File: config.mk
export PLATFORM = sky130hd
export DESIGN_NAME = interpolator
export DESIGN_NICKNAME = d
export VERILOG_FILES = /design/src/rtl/interpolator.sv
export SDC_FILE = /design/constraint.sdc
export NUM_CORES = 1
export LEC_CHECK = 0
export BUFFER_PORTS_ARGS = -buffer_cell sky130_fd_sc_hd__buf_2
export CAP_MARGIN = 0
export CORE_AREA = 2 2 39 41
export DETAILED_ROUTE_END_ITERATION = 7
export DIE_AREA = 0 0 41 43
export SETUP_SLACK_MARGIN = 0.02
export SYNTH_ARGS = -nofsm -noshare
export SYNTH_HDL_FRONTEND = slang
export SYNTH_SLANG_ARGS = --single-unit
File: constraint.sdc
create_clock -name clk -period 2.47 [get_ports clk]
set_clock_uncertainty 0.2 [all_clocks]
set_input_delay 0.247 -clock clk [delete_from_list [all_inputs] [get_ports clk]]
set_output_delay 0.247 -clock clk [all_outputs]
set_load 0.005 [all_outputs]
File: src/rtl/interpolator.sv
// Polyphase FIR interpolator: upsamples a signed stream by FACTOR and
// low-pass filters it with the prototype filter COEFFS (Q1.(COEFF_WIDTH-1)).
// Each accepted input yields FACTOR outputs, phase 0 first, on a
// valid/ready output port.
// Optional feature: define INTERPOLATOR_SAT_EN to clamp outputs to the
// DATA_WIDTH range; otherwise results wrap in two's complement.
module interpolator #(
   parameter int DATA_WIDTH  = 12,
   parameter int COEFF_WIDTH = 7,
   parameter int NUM_TAPS    = 8,
   parameter int FACTOR      = 4,
   parameter logic [NUM_TAPS*COEFF_WIDTH-1:0] COEFFS = '0
) (
   input  logic                         clk,
   input  logic                         rst_n,
   input  logic                         in_valid,
   output logic                         in_ready,
   input  logic signed [DATA_WIDTH-1:0] x,
   output logic                         out_valid,
   input  logic                         out_ready,
   output logic signed [DATA_WIDTH-1:0] y
);

   localparam int TPP       = NUM_TAPS / FACTOR;
   localparam int ACC_WIDTH = DATA_WIDTH + COEFF_WIDTH + $clog2(TPP);
   localparam int PW        = $clog2(FACTOR);
   localparam logic [PW-1:0] LAST_PHASE = PW'(FACTOR - 1);

   typedef enum logic [0:0] {IDLE, EMIT} state_t;

   state_t                         state_reg, state_next;
   logic [PW-1:0]                  p_reg, p_next;
   logic signed [DATA_WIDTH-1:0]   y_reg, y_next;
   logic signed [DATA_WIDTH-1:0]   d_reg [TPP];
   logic signed [DATA_WIDTH-1:0]   line_next [TPP];
   logic signed [ACC_WIDTH-1:0]    prod [TPP];
   logic signed [ACC_WIDTH-1:0]    acc_sum;
   logic signed [DATA_WIDTH-1:0]   y_res;
   logic [PW-1:0]                  phase_sel;
   logic                           accept;
   logic                           out_hs;
   logic                           last_phase;

   assign out_valid  = (state_reg == EMIT);
   assign y          = y_reg;
   assign last_phase = (p_reg == LAST_PHASE);
   // A new sample may enter while idle or while the last phase is being taken.
   assign in_ready   = !out_valid || (out_ready && last_phase);
   assign accept     = in_valid && in_ready;
   assign out_hs     = out_valid && out_ready;

   // Phase of the result that will be loaded into y on this edge: phase 0 for
   // a new sample, otherwise the next phase of the current sample.
   always_comb begin
      phase_sel = '0;
      if (!accept && !last_phase) begin
         phase_sel = p_reg + PW'(1);
      end
   end

   // One multiplier per tap; on accept the product uses the post-shift line
   // so the phase-0 result is ready on the same edge the sample arrives.
   for (genvar gi = 0; gi < TPP; gi++) begin : g_tap
      logic signed [COEFF_WIDTH-1:0] coef;
      logic signed [DATA_WIDTH-1:0]  samp;
      logic signed [ACC_WIDTH-1:0]   coef_ext;
      logic signed [ACC_WIDTH-1:0]   samp_ext;

      if (gi == 0) begin : g_head
         assign line_next[gi] = x;
      end else begin : g_tail
         assign line_next[gi] = d_reg[gi-1];
      end

      assign coef     = COEFFS[(int'(phase_sel) + gi*FACTOR)*COEFF_WIDTH +: COEFF_WIDTH];
      assign samp     = accept ? line_next[gi] : d_reg[gi];
      assign coef_ext = coef;
      assign samp_ext = samp;
      assign prod[gi] = coef_ext * samp_ext;
   end

   // Sum the tap products at full precision.
   always_comb begin
      acc_sum = '0;
      for (int k = 0; k < TPP; k++) begin
         acc_sum = acc_sum + prod[k];
      end
   end

`ifdef INTERPOLATOR_SAT_EN
   localparam logic signed [ACC_WIDTH-1:0] SAT_MAX =
      {{(ACC_WIDTH-DATA_WIDTH+1){1'b0}}, {(DATA_WIDTH-1){1'b1}}};
   localparam logic signed [ACC_WIDTH-1:0] SAT_MIN =
      {{(ACC_WIDTH-DATA_WIDTH+1){1'b1}}, {(DATA_WIDTH-1){1'b0}}};
   logic signed [ACC_WIDTH-1:0] r;

   // Floor-rescale from Q1.(COEFF_WIDTH-1) and clamp to the output range.
   always_comb begin
      r = acc_sum >>> (COEFF_WIDTH - 1);
      if (r > SAT_MAX) begin
         y_res = SAT_MAX[DATA_WIDTH-1:0];
      end else if (r < SAT_MIN) begin
         y_res = SAT_MIN[DATA_WIDTH-1:0];
      end else begin
         y_res = r[DATA_WIDTH-1:0];
      end
   end
`else
   // Floor-rescale from Q1.(COEFF_WIDTH-1) and keep the low bits (wrap).
   always_comb begin
      y_res = DATA_WIDTH'(acc_sum >>> (COEFF_WIDTH - 1));
   end
`endif

   // Next-state logic: accept wins over the last-phase handshake so that
   // back-to-back samples stream without a bubble.
   always_comb begin
      state_next = state_reg;
      p_next     = p_reg;
      y_next     = y_reg;
      if (accept) begin
         state_next = EMIT;
         p_next     = '0;
         y_next     = y_res;
      end else if (out_hs) begin
         if (!last_phase) begin
            p_next = p_reg + PW'(1);
            y_next = y_res;
         end else begin
            state_next = IDLE;
            p_next     = '0;
         end
      end
   end

   // State, phase, output and delay-line registers.
   always_ff @(posedge clk) begin
      if (!rst_n) begin
         state_reg <= IDLE;
         p_reg     <= '0;
         y_reg     <= '0;
         for (int k = 0; k < TPP; k++) begin
            d_reg[k] <= '0;
         end
      end else begin
         state_reg <= state_next;
         p_reg     <= p_next;
         y_reg     <= y_next;
         if (accept) begin
            for (int k = 0; k < TPP; k++) begin
               d_reg[k] <= line_next[k];
            end
         end
      end
   end

endmodule

==> results of run 1 <==
## layout make-up
class,count,area [um^2],share of cell area
inverter,2,7.51,0.0267
multi-input combinational,22,143,0.507
sequential,3,60.1,0.213
timing repair buffer,5,25.0,0.0889
tap,16,20.0,0.0711
clock buffer,4,26.3,0.0933
## Yosys cell counts, drive strengths merged
master	n	share of area
a21oi	1	0.019
conb	1	0.014
inv	2	0.029
buf	12	0.35
or3b	1	0.034
nand3	1	0.019
a31oi	1	0.024
ha	1	0.048
a21bo	2	0.10
nand4bb	1	0.043
nand3b	1	0.029
dfxtp	3	0.23
a221oi	1	0.058
## critical path, stage by stage (launching register included)
cell and delay (ns):
dfxtp_1 0.32, ha_1 0.22, a21bo_4 0.23, buf_2 0.12
## worst paths after layout
path,from,end,slack (ns),depth (start not counted)
worst max-delay path,p_reg[0]$_SDFFE_PP0P_,in_ready,0.90,3
worst min register to register,p_reg[0]$_SDFFE_PP0P_,p_reg[0]$_SDFFE_PP0P_,0.35,2
worst min-delay path,in_valid,p_reg[1]$_SDFFE_PP0P_,0.04,2
worst max register to register,p_reg[0]$_SDFFE_PP0P_,p_reg[1]$_SDFFE_PP0P_,1.17,3
## cell families (layout without fill, tap and decap cells)
group           after synthesis  in the layout  synth area share
simple gates                  4              4             0.126
fa+ha+maj                     1              1            0.0483
other cells                   1             12            0.0145
buf+inv                      14             11             0.377
compound gates                5              5             0.203
flops                         3              3             0.232
## layer usage
layer,part of all wire,global-route usage,up-vias
met2,0.45,0.0750,9
met3,0.067,0.0628,0
met1,0.49,0.0545,82
met4,0,0.0200,0
li1,-,-,88
met5,0,0,-
## power by group
group / total (mW) / switching [mW] / internal, mW
registers: 0.0538 / 0.00282 / 0.0509
logic: 0.0190 / 0.0108 / 0.00821
clock network: 0.0869 / 0.0263 / 0.0606
## through the flow
stage,power [mW],utilization
detailed placement,0.0735,0.184
finish,0.160,0.203
global placement,0.0727,0.184
CTS,0.162,0.203
floorplan,0.0796,-
global route,0.170,0.203
==> metrics.md, run 1 <==
| Metric | Value |
|---|---|
| Inst Count DP | `48` |
| Die Width | `slightly above 40 um` |
| Synth warn | `0` |
| HPWL after DPL | `305 um` |
| I/O Buffers | `5` |
| Post-CTS Resized | `0` |
| Fin. Hold Viols | `0` |
| Crit path time final | `1.57 ns` |
| Largest net degree at the start of global routing | `8` |
| Post-CTS Setup Inserts | `0` |
| Synthesized flop and latch total | `3` |
| F_max | `around 640 MHz` |
| Unrepaired setup endpoints after global routing | `false` |
| Worst-case vdd ir drop | `0.348 mV` |
| Max reg flops | `2` |
| Ant diodes | `0` |
| CTS tree | `yes` |
| Nets | `54` |
| Post-place setup slack | `~1.1 ns` |
| Setup violations, final | `0` |
| CTS clk-pin slew, worst paths | `0.04 ns` |
| Final worst setup slack | `0.899 ns` |
| Rows | `14` |
| Initial core utilization | `0.187` |
| Die footprint | `0.00176 mm^2` |
| DRT Pass-1 Iters | `2` |
| First-pass GRT wire length | `607 um` |
| Setup_tns | `0 ns` |
| Hold WS | `0.0383 ns` |
| IO Pins | `30` |
| CP arrival | `1.12 ns` |
| GRT Util Overall | `0.0562` |
| Post-synthesis cell area | `259 um^2` |
| Period utilization | `0.636` |
| Die H | `between 40 and 50 um` |
| Avg WL per Cell | `7.77 um` |
| Hold crit path type | `in2reg` |
| Slew Viols, Final | `0` |
| Area growth, synth to finish | `8.70%` |
| Max FO, Critical Path | `4` |
| Setup crit end kind | `primary output` |
| # H-tree levels | `1` |
| Vias in the first global route | `158` |
| Post-CTS Hold Fix Bufs | `0` |
| Worst setup SP type | `flip-flop` |
| Root buf cell | `clkbuf_4` |
| Dpl cell area | `between 200 and 300 um^2` |
| Outcome | `finished clean` |
| Insertion delay to the later sink of the worst-skew pair | `approximately 0.23 ns` |
| Via count | `~180` |
| Cell Pwr Density | `roughly 570 mW/mm^2` |
| Finished Layout Cells | `52` |
| Fin area | `282 um^2` |
| WS Path Type | `reg2out` |
| Detail Route Antenna Nets | `0` |
| # clock sinks | `3` |
| Syn Inst Count | `28` |
| Sequential share of the synthesized area | `0.232` |
| DR vias/cell | `approximately 3.4` |
| DRC viols | `0` |
| Core region area | `about 0.0014 mm^2` |
| Share of layout cells above drive strength 1 | `0.306` |
| Crit path required time | `2.02 ns` |
| Most common cell after layout, fill and taps aside | `conb_1` |
| LEAKAGE | `0.139 nW` |
| Avg Synthesized Cell Area | `9.25 um^2` |
| Routed wire length | `404 um` |
| Max-cap viol count | `0` |
| Most frequent cells in the layout | `12 x conb_1, 5 x buf_2, 3 x clkbuf_4, 3 x dfxtp_1, 2 x inv_1` |
| Initial drt markers | `3` |
| Gr ovfl total | `0` |
| Fill cell count | `159` |
| Netlist cell types | `14` |
| Initial antenna violation count | `0` |
| Total CTS buffers | `3` |
| Routability cong. | `0.731` |
| Bufs on Longest Clock Path | `2` |
No activity file was read; power rests on OpenSTA's default activity.
==> run 2, diff against run 1 <==
==> constraint.sdc (replaced) <==
create_clock -name clk -period 1.4 [get_ports clk]
set_clock_uncertainty 0.2 [all_clocks]
set_input_delay 0.14 -clock clk [delete_from_list [all_inputs] [get_ports clk]]
set_output_delay 0.14 -clock clk [all_outputs]
set_load 0.005 [all_outputs]
==> run 2 against run 1 <==
Compared with the run above: the run now ends with negative hold slack left; clock power up 75%; non-clock buffer count up 2; critical path depth unchanged; sequential power up 79%; worst setup slack worse by 0.88 ns; highest routed layer unchanged.
==> metrics.md, run 2 (same netlist as run 1, synthesis figures left out) <==
| Metric | Value |
|---|---|
| Post-layout util | `0.231 (was 0.203)` |
| Multi-input logic area | `155 um^2 (was 143 um^2)` |
| Cell Pwr Density | `904 mW/mm^2 (was 567 mW/mm^2)` |
| Gr ovfl total | `0 (unchanged)` |
| Hold crit path type | `in2reg (unchanged)` |
| Finished Layout Cells | `54 (was 52)` |
| CTS tree | `yes (unchanged)` |
| Worst setup SP type | `flip-flop (unchanged)` |
| Crit-path cells | `ha_4 > a21bo_4 > buf_2 (was ha_1 > a21bo_4 > buf_2)` |
| Max incr delay on CP | `0.33 ns (was 0.32 ns)` |
| Crit path required time | `1.06 ns (was 2.02 ns)` |
| Largest net degree at the start of global routing | `8 (unchanged)` |
| Area growth, synth to finish | `23.7% (was 8.70%)` |
| Initial antenna violation count | `0 (unchanged)` |
| Initial core utilization | `0.187 (unchanged)` |
| Post-place setup slack | `0.0975 ns (was 1.14 ns)` |
| Total CTS buffers | `3 (unchanged)` |
| Setup_tns | `0 ns (unchanged)` |
| Min-delay src | `rst_n (was in_valid)` |
| Max-cap viol count | `0 (unchanged)` |
| Sw power | `71.6 uW (was 40.0 uW)` |
| Crit path time final | `1.38 ns` |
| Worst Hold Endpoint | `p_reg[1]$_SDFFE_PP0P_ (unchanged)` |
| Insertion delay to the later sink of the worst-skew pair | `0.23 ns (about the same)` |
| Max reg flops | `2 (unchanged)` |
| LEAKAGE | `0.156 nW (was 0.139 nW)` |
| I/O Buffers | `5 (unchanged)` |
| Worst hold stages | `3 (was 2)` |
| Fin. Hold Viols | `1 (was 0)` |
| Most common cell after layout, fill and taps aside | `conb_1 (unchanged)` |
| Ant diodes | `0 (unchanged)` |
| First-pass GRT wire length | `662 um (was 607 um)` |
| R2R Setup Slk | `0.05 ns (was 1.17 ns)` |
| HPWL after DPL | `305 um (unchanged)` |
| Setup crit end kind | `primary output (unchanged)` |
| Die Width | `41 um (unchanged)` |
| Register area | `63.8 um^2 (was 60.1 um^2)` |
| # clock sinks | `3 (unchanged)` |
| Crit-path slowest cell | `dfxtp_2 (was dfxtp_1)` |
| WS Path Type | `reg2out (unchanged)` |
| Initial drt markers | `0 (was 3)` |
| DR vias/cell | `3.44 (about the same)` |
| Reg2Reg Capture Point | `p_reg[1]$_SDFFE_PP0P_ (unchanged)` |
| Share of layout cells above drive strength 1 | `0.421 (was 0.306)` |
| Rows | `14 (unchanged)` |
| Routability cong. | `0.731 (unchanged)` |
| Final worst setup slack | `0.0238 ns (was 0.899 ns)` |
| # H-tree levels | `1 (unchanged)` |
| F_max | `727 MHz` |
| Unrepaired setup endpoints after global routing | `true (was false)` |
| Bufs on Longest Clock Path | `2 (unchanged)` |
| DRT Pass-1 Iters | `1 (was 2)` |
| Outcome | `finished, violations left (was finished clean)` |
| Max FO, Critical Path | `2 (was 4)` |
| Routed wire length | `450 um (was 404 um)` |
| Sequential share of power | `0.333 (was 0.337)` |
| CP arrival | `1.04 ns (was 1.12 ns)` |
| Period utilization | `0.983` |
| Vias in the first global route | `170 (was 158)` |
| Worst-case vdd ir drop | `0.618 mV (was 0.348 mV)` |
| Nets | `56 (was 54)` |
| Avg WL per Cell | `8.33 um (was 7.77 um)` |
| Clk network pwr share | `0.525 (was 0.544)` |
| CTS clk-pin slew, worst paths | `0.04 ns (about the same)` |
| Slew Viols, Final | `0 (unchanged)` |
| DRC viols | `0 (unchanged)` |
| R2R cell count | `4 (was 3)` |
| Fill cell count | `156 (was 159)` |
| Inst Count DP | `48 (unchanged)` |
| Gate power share | `0.142 (was 0.119)` |
| Core region area | `0.00138 mm^2 (unchanged)` |
| Sw frac | `0.247 (was 0.250)` |
| IO Pins | `30 (unchanged)` |
| Die footprint | `0.00176 mm^2 (unchanged)` |
| Root buf cell | `clkbuf_4 (unchanged)` |
| Die H | `43 um (unchanged)` |
| R2r startpoint | `p_reg[0]$_SDFFE_PP0P_ (unchanged)` |
| GRT Util Overall | `0.0602 (was 0.0562)` |
| Hold WS | `-0.000771 ns (was 0.0383 ns)` |
| Via count | `186 (was 179)` |
| Detail Route Antenna Nets | `0 (unchanged)` |
| Power Internal | `218 uW (was 120 uW)` |
| Failing checks | `negative hold slack` |
| Setup violations, final | `0 (unchanged)` |
| Most frequent cells in the layout | `12 x conb_1, 4 x buf_2, 3 x clkbuf_4, 3 x dfxtp_2 (was 12 x conb_1, 5 x buf_2, 3 x clkbuf_4, 3 x dfxtp_1, 2 x inv_1)` |
[run 2: cell count changes in the layout (fill, tap and decap cells not counted)]
cell            before  now
dfxtp_1              3    0
dfxtp_2              0    3
buf_4                0    2
buf_2                5    4
dlymetal6s4s_1       0    1
ha_1                 1    0
ha_4                 0    1
[run 2: per-stage QoR]
stage	power (mW)	hold slack, ns	cell area (um^2)
after global routing	0.308	0.0101	320
after CTS	0.295	0.00361	322
final	0.289	-0.000771	320
after global placement	0.128	0.169	255
after floorplan	0.140	0.0274	300
after detailed placement	0.130	0.174	255
[run 2: worst max-delay path: cells and delay by family, from the launching register on]
kind / cells / cell delay (ns)
compound gates: 1 / 0.20
fa+ha+maj: 1 / 0.16
buf+inv: 1 / 0.12
flops: 1 / 0.33
[run 2: repair_timing]
item	CTS	global route
endpoints found under the setup margin	1	3
pin swaps	1	2
buffers inserted	2	0
gates resized for setup	4	2
endpoints found under the hold margin	2	0
hold buffers	1	0
[run 2: power by group through the flow]
stage | sequential (mW) | clock (mW) | combinational, mW
floorplan | 0.0952 | 0 | 0.0452
global route | 0.0967 | 0.165 | 0.0464
global placement | 0.0955 | 0 | 0.0328
CTS | 0.0954 | 0.157 | 0.0419
detailed placement | 0.0961 | 0 | 0.0337
finish | 0.0963 | 0.152 | 0.0411
[run 2: per-layer routing]
metal  vias to the layer above  wire (um)  global-route usage
li1                         91          -                   -
met1                        86        216              0.0609
met2                         9        208              0.0813
met3                         0         25              0.0628
met4                         0          0              0.0200
met5                         -          0                   0
[run 2: area by class of cell]
| class | count | share of cell area |
|---|---|---|
| multi-input combinational | 22 | 0.484 |
| sequential | 3 | 0.199 |
| timing repair buffer | 7 | 0.148 |
| clock buffer | 4 | 0.0820 |
| tap | 16 | 0.0625 |
| inverter | 2 | 0.0234 |
[run 2: worst max-delay path by stage]
stage	startpoint	to	slack, ns	depth (start not counted)
2_1_floorplan	p_reg[0]$_SDFFE_PP0P_	p_reg[1]$_SDFFE_PP0P_	0.15	3
3_3_place_gp	p_reg[0]$_SDFFE_PP0P_	p_reg[1]$_SDFFE_PP0P_	0.12	3
3_5_place_dp	p_reg[0]$_SDFFE_PP0P_	p_reg[1]$_SDFFE_PP0P_	0.1	3
4_1_cts	p_reg[0]$_SDFFE_PP0P_	in_ready	0.02	3
5_1_grt	p_reg[0]$_SDFFE_PP0P_	in_ready	0.007	3
6_report	p_reg[0]$_SDFFE_PP0P_	in_ready	0.02	3
==> run 3, diff against run 2 <==
==> constraint.sdc (replaced) <==
create_clock -name clk -period 1.4 [get_ports clk]
set_clock_uncertainty 0.2 [all_clocks]
set_input_delay 0.07 -clock clk [delete_from_list [all_inputs] [get_ports clk]]
set_output_delay 0.07 -clock clk [all_outputs]
set_load 0.005 [all_outputs]
==> run 3 against run 2 <==
Compared with the run above: the run now ends clean; routed wire length fell by 7.6%; sequential share of layout area fell by 0.48 points; total power fell by 0.31%; utilization fell by 0.36 points; final cell count rose by 1.9%; register-to-register slack improved by 0.09 ns; final area fell by 1.6%; clock-buffer cell count did not move; combinational power fell by 3%; first-iteration DRC count rose by 3.
==> metrics.md, run 3 (same netlist as run 1, synthesis figures left out) <==
| Metric | Value |
|---|---|
| Outcome | `finished clean (was finished, violations left)` |
| Crit. Startpoint | `out_ready (was p_reg[0]$_SDFFE_PP0P_)` |
| Ant diodes | `0 (unchanged)` |
| Bufs on Longest Clock Path | `2 (unchanged)` |
| Max FO, Critical Path | `5 (was 2)` |
| Insertion delay to the later sink of the worst-skew pair | `0.23 ns (about the same)` |
| Unrepaired setup endpoints after global routing | `false (was true)` |
| IO Pins | `30 (unchanged)` |
| Max-cap viol count | `0 (unchanged)` |
| Cell Pwr Density | `915 mW/mm^2 (was 904 mW/mm^2)` |
| CP arrival | `1.09 ns (was 1.04 ns)` |
| Rows | `14 (unchanged)` |
| Crit path time final | `1.36 ns (was 1.38 ns)` |
| CTS tree | `yes (unchanged)` |
| Initial core utilization | `0.187 (unchanged)` |
| DR vias/cell | `3.40 (was 3.44)` |
| Initial antenna violation count | `0 (unchanged)` |
| Share of layout cells above drive strength 1 | `0.333 (was 0.421)` |
| GRT Util Overall | `0.0582 (was 0.0602)` |
| WS Path Type | `in2out (was reg2out)` |
| Most frequent cells in the layout | `12 x conb_1, 5 x buf_2, 3 x clkbuf_4, 3 x dlygate4sd3_1 (was 12 x conb_1, 4 x buf_2, 3 x clkbuf_4, 3 x dfxtp_2)` |
| R2r startpoint | `p_reg[0]$_SDFFE_PP0P_ (unchanged)` |
| R2R cell count | `3 (was 4)` |
| Slew Viols, Final | `0 (unchanged)` |
| F_max | `737 MHz (was 727 MHz)` |
| Nets | `57 (was 56)` |
| Most common cell after layout, fill and taps aside | `conb_1 (unchanged)` |
| Hold crit path type | `reg2reg (was in2reg)` |
| Via count | `187 (was 186)` |
| Initial drt markers | `3 (was 0)` |
| Sequential share of power | `0.330 (was 0.333)` |
| # H-tree levels | `1 (unchanged)` |
| Period utilization | `0.969 (was 0.983)` |
| Crit path required time | `1.13 ns (was 1.06 ns)` |
| Core region area | `0.00138 mm^2 (unchanged)` |
| Largest net degree at the start of global routing | `8 (unchanged)` |
| Post-layout util | `0.228 (was 0.231)` |
| # clock sinks | `3 (unchanged)` |
| Worst setup SP type | `primary input (was flip-flop)` |
| Fin area | `315 um^2 (was 320 um^2)` |
| Die Width | `41 um (unchanged)` |
| Die H | `43 um (unchanged)` |
| Worst hold stages | `2 (was 3)` |
| Routability cong. | `0.731 (unchanged)` |
| Post-CTS Setup Inserts | `0 (was 2)` |
| First-pass GRT wire length | `634 um (was 662 um)` |
| Min-delay src | `p_reg[0]$_SDFFE_PP0P_ (was rst_n)` |
| Sw power | `71.5 uW (was 71.6 uW)` |
| Dpl cell area | `255 um^2 (unchanged)` |
| Gate power share | `0.139 (was 0.142)` |
| Routed wire length | `416 um (was 450 um)` |
| Power Internal | `217 uW (was 218 uW)` |
| Gr ovfl total | `0 (unchanged)` |
| Vias in the first global route | `168 (was 170)` |
| Setup_tns | `0 ns (unchanged)` |
| Detail Route Antenna Nets | `0 (unchanged)` |
| Total CTS buffers | `3 (unchanged)` |
| I/O Buffers | `5 (unchanged)` |
| Worst-case vdd ir drop | `0.618 mV (about the same)` |
| Fin. Hold Viols | `0 (was 1)` |
| LEAKAGE | `0.149 nW (was 0.156 nW)` |
| DRT Pass-1 Iters | `2 (was 1)` |
| Sw frac | `0.248 (was 0.247)` |
| Root buf cell | `clkbuf_4 (unchanged)` |
| Setup crit end kind | `primary output (unchanged)` |
| HPWL after DPL | `305 um (unchanged)` |
| Area growth, synth to finish | `21.7% (was 23.7%)` |
| CTS clk-pin slew, worst paths | `0.04 ns (about the same)` |
| Avg WL per Cell | `7.56 um (was 8.33 um)` |
| Die footprint | `0.00176 mm^2 (unchanged)` |
| Clk network pwr share | `0.531 (was 0.525)` |
| Max reg flops | `2 (unchanged)` |
| DRC viols | `0 (unchanged)` |
| Setup violations, final | `0 (unchanged)` |
run 3: timing repair:
item	CTS	global route
endpoints found under the hold margin	3	0
hold buffers	3	0
resized for setup	1	1
setup endpoints to repair	1	1
pin swaps	0	0
run 3: routing by layer:
layer,track usage,up-vias,wire (um)
met1,0.0545,84,191
met2,0.0813,9,190
met4,0.0200,0,0
met5,0,-,0
li1,-,94,-
met3,0.0628,0,34
run 3: final cells by class:
type / instances / area [um^2]
Fill cell: 157 / 1070
Multi-Input combinational cell: 22 / 145
Sequential cell: 3 / 61.3
Timing Repair Buffer: 8 / 55.1
Clock buffer: 4 / 26.3
Tap cell: 16 / 20.0
Inverter: 2 / 7.51
run 3: power by group through the flow:
stage	Combinational, mW	Clock [mW]	Sequential [mW]
after global routing	0.0458	0.165	0.0959
after floorplan	0.0452	0	0.0952
after detailed placement	0.0337	0	0.0961
final	0.0400	0.153	0.0953
after CTS	0.0404	0.157	0.0948
after global placement	0.0328	0	0.0955
run 3: worst paths after layout:
path,endpoint,slack (ns)
worst max-delay path,in_ready,0.04
worst min-delay path,p_reg[0]$_SDFFE_PP0P_,0.34
worst max register to register,p_reg[1]$_SDFFE_PP0P_,0.14
worst min register to register,p_reg[0]$_SDFFE_PP0P_,0.34
run 3: through the flow:
stage | total power, mW | hold WS (ns) | std cells | worst slack, ns
after detailed placement | 0.130 | 0.104 | 48 | 0.0975
after floorplan | 0.140 | -0.0426 | 39 | 0.146
after CTS | 0.293 | 0.358 | 55 | 0.0301
final | 0.289 | 0.336 | 55 | 0.0427
after global placement | 0.128 | 0.0991 | 48 | 0.119
after global routing | 0.306 | 0.374 | 55 | 0.0201
run 3: critical path, cell delays in order:
cell	delay [ns]
dlygate4sd3_1	0.53
buf_2	0.15
a21bo_4	0.22
buf_2	0.12
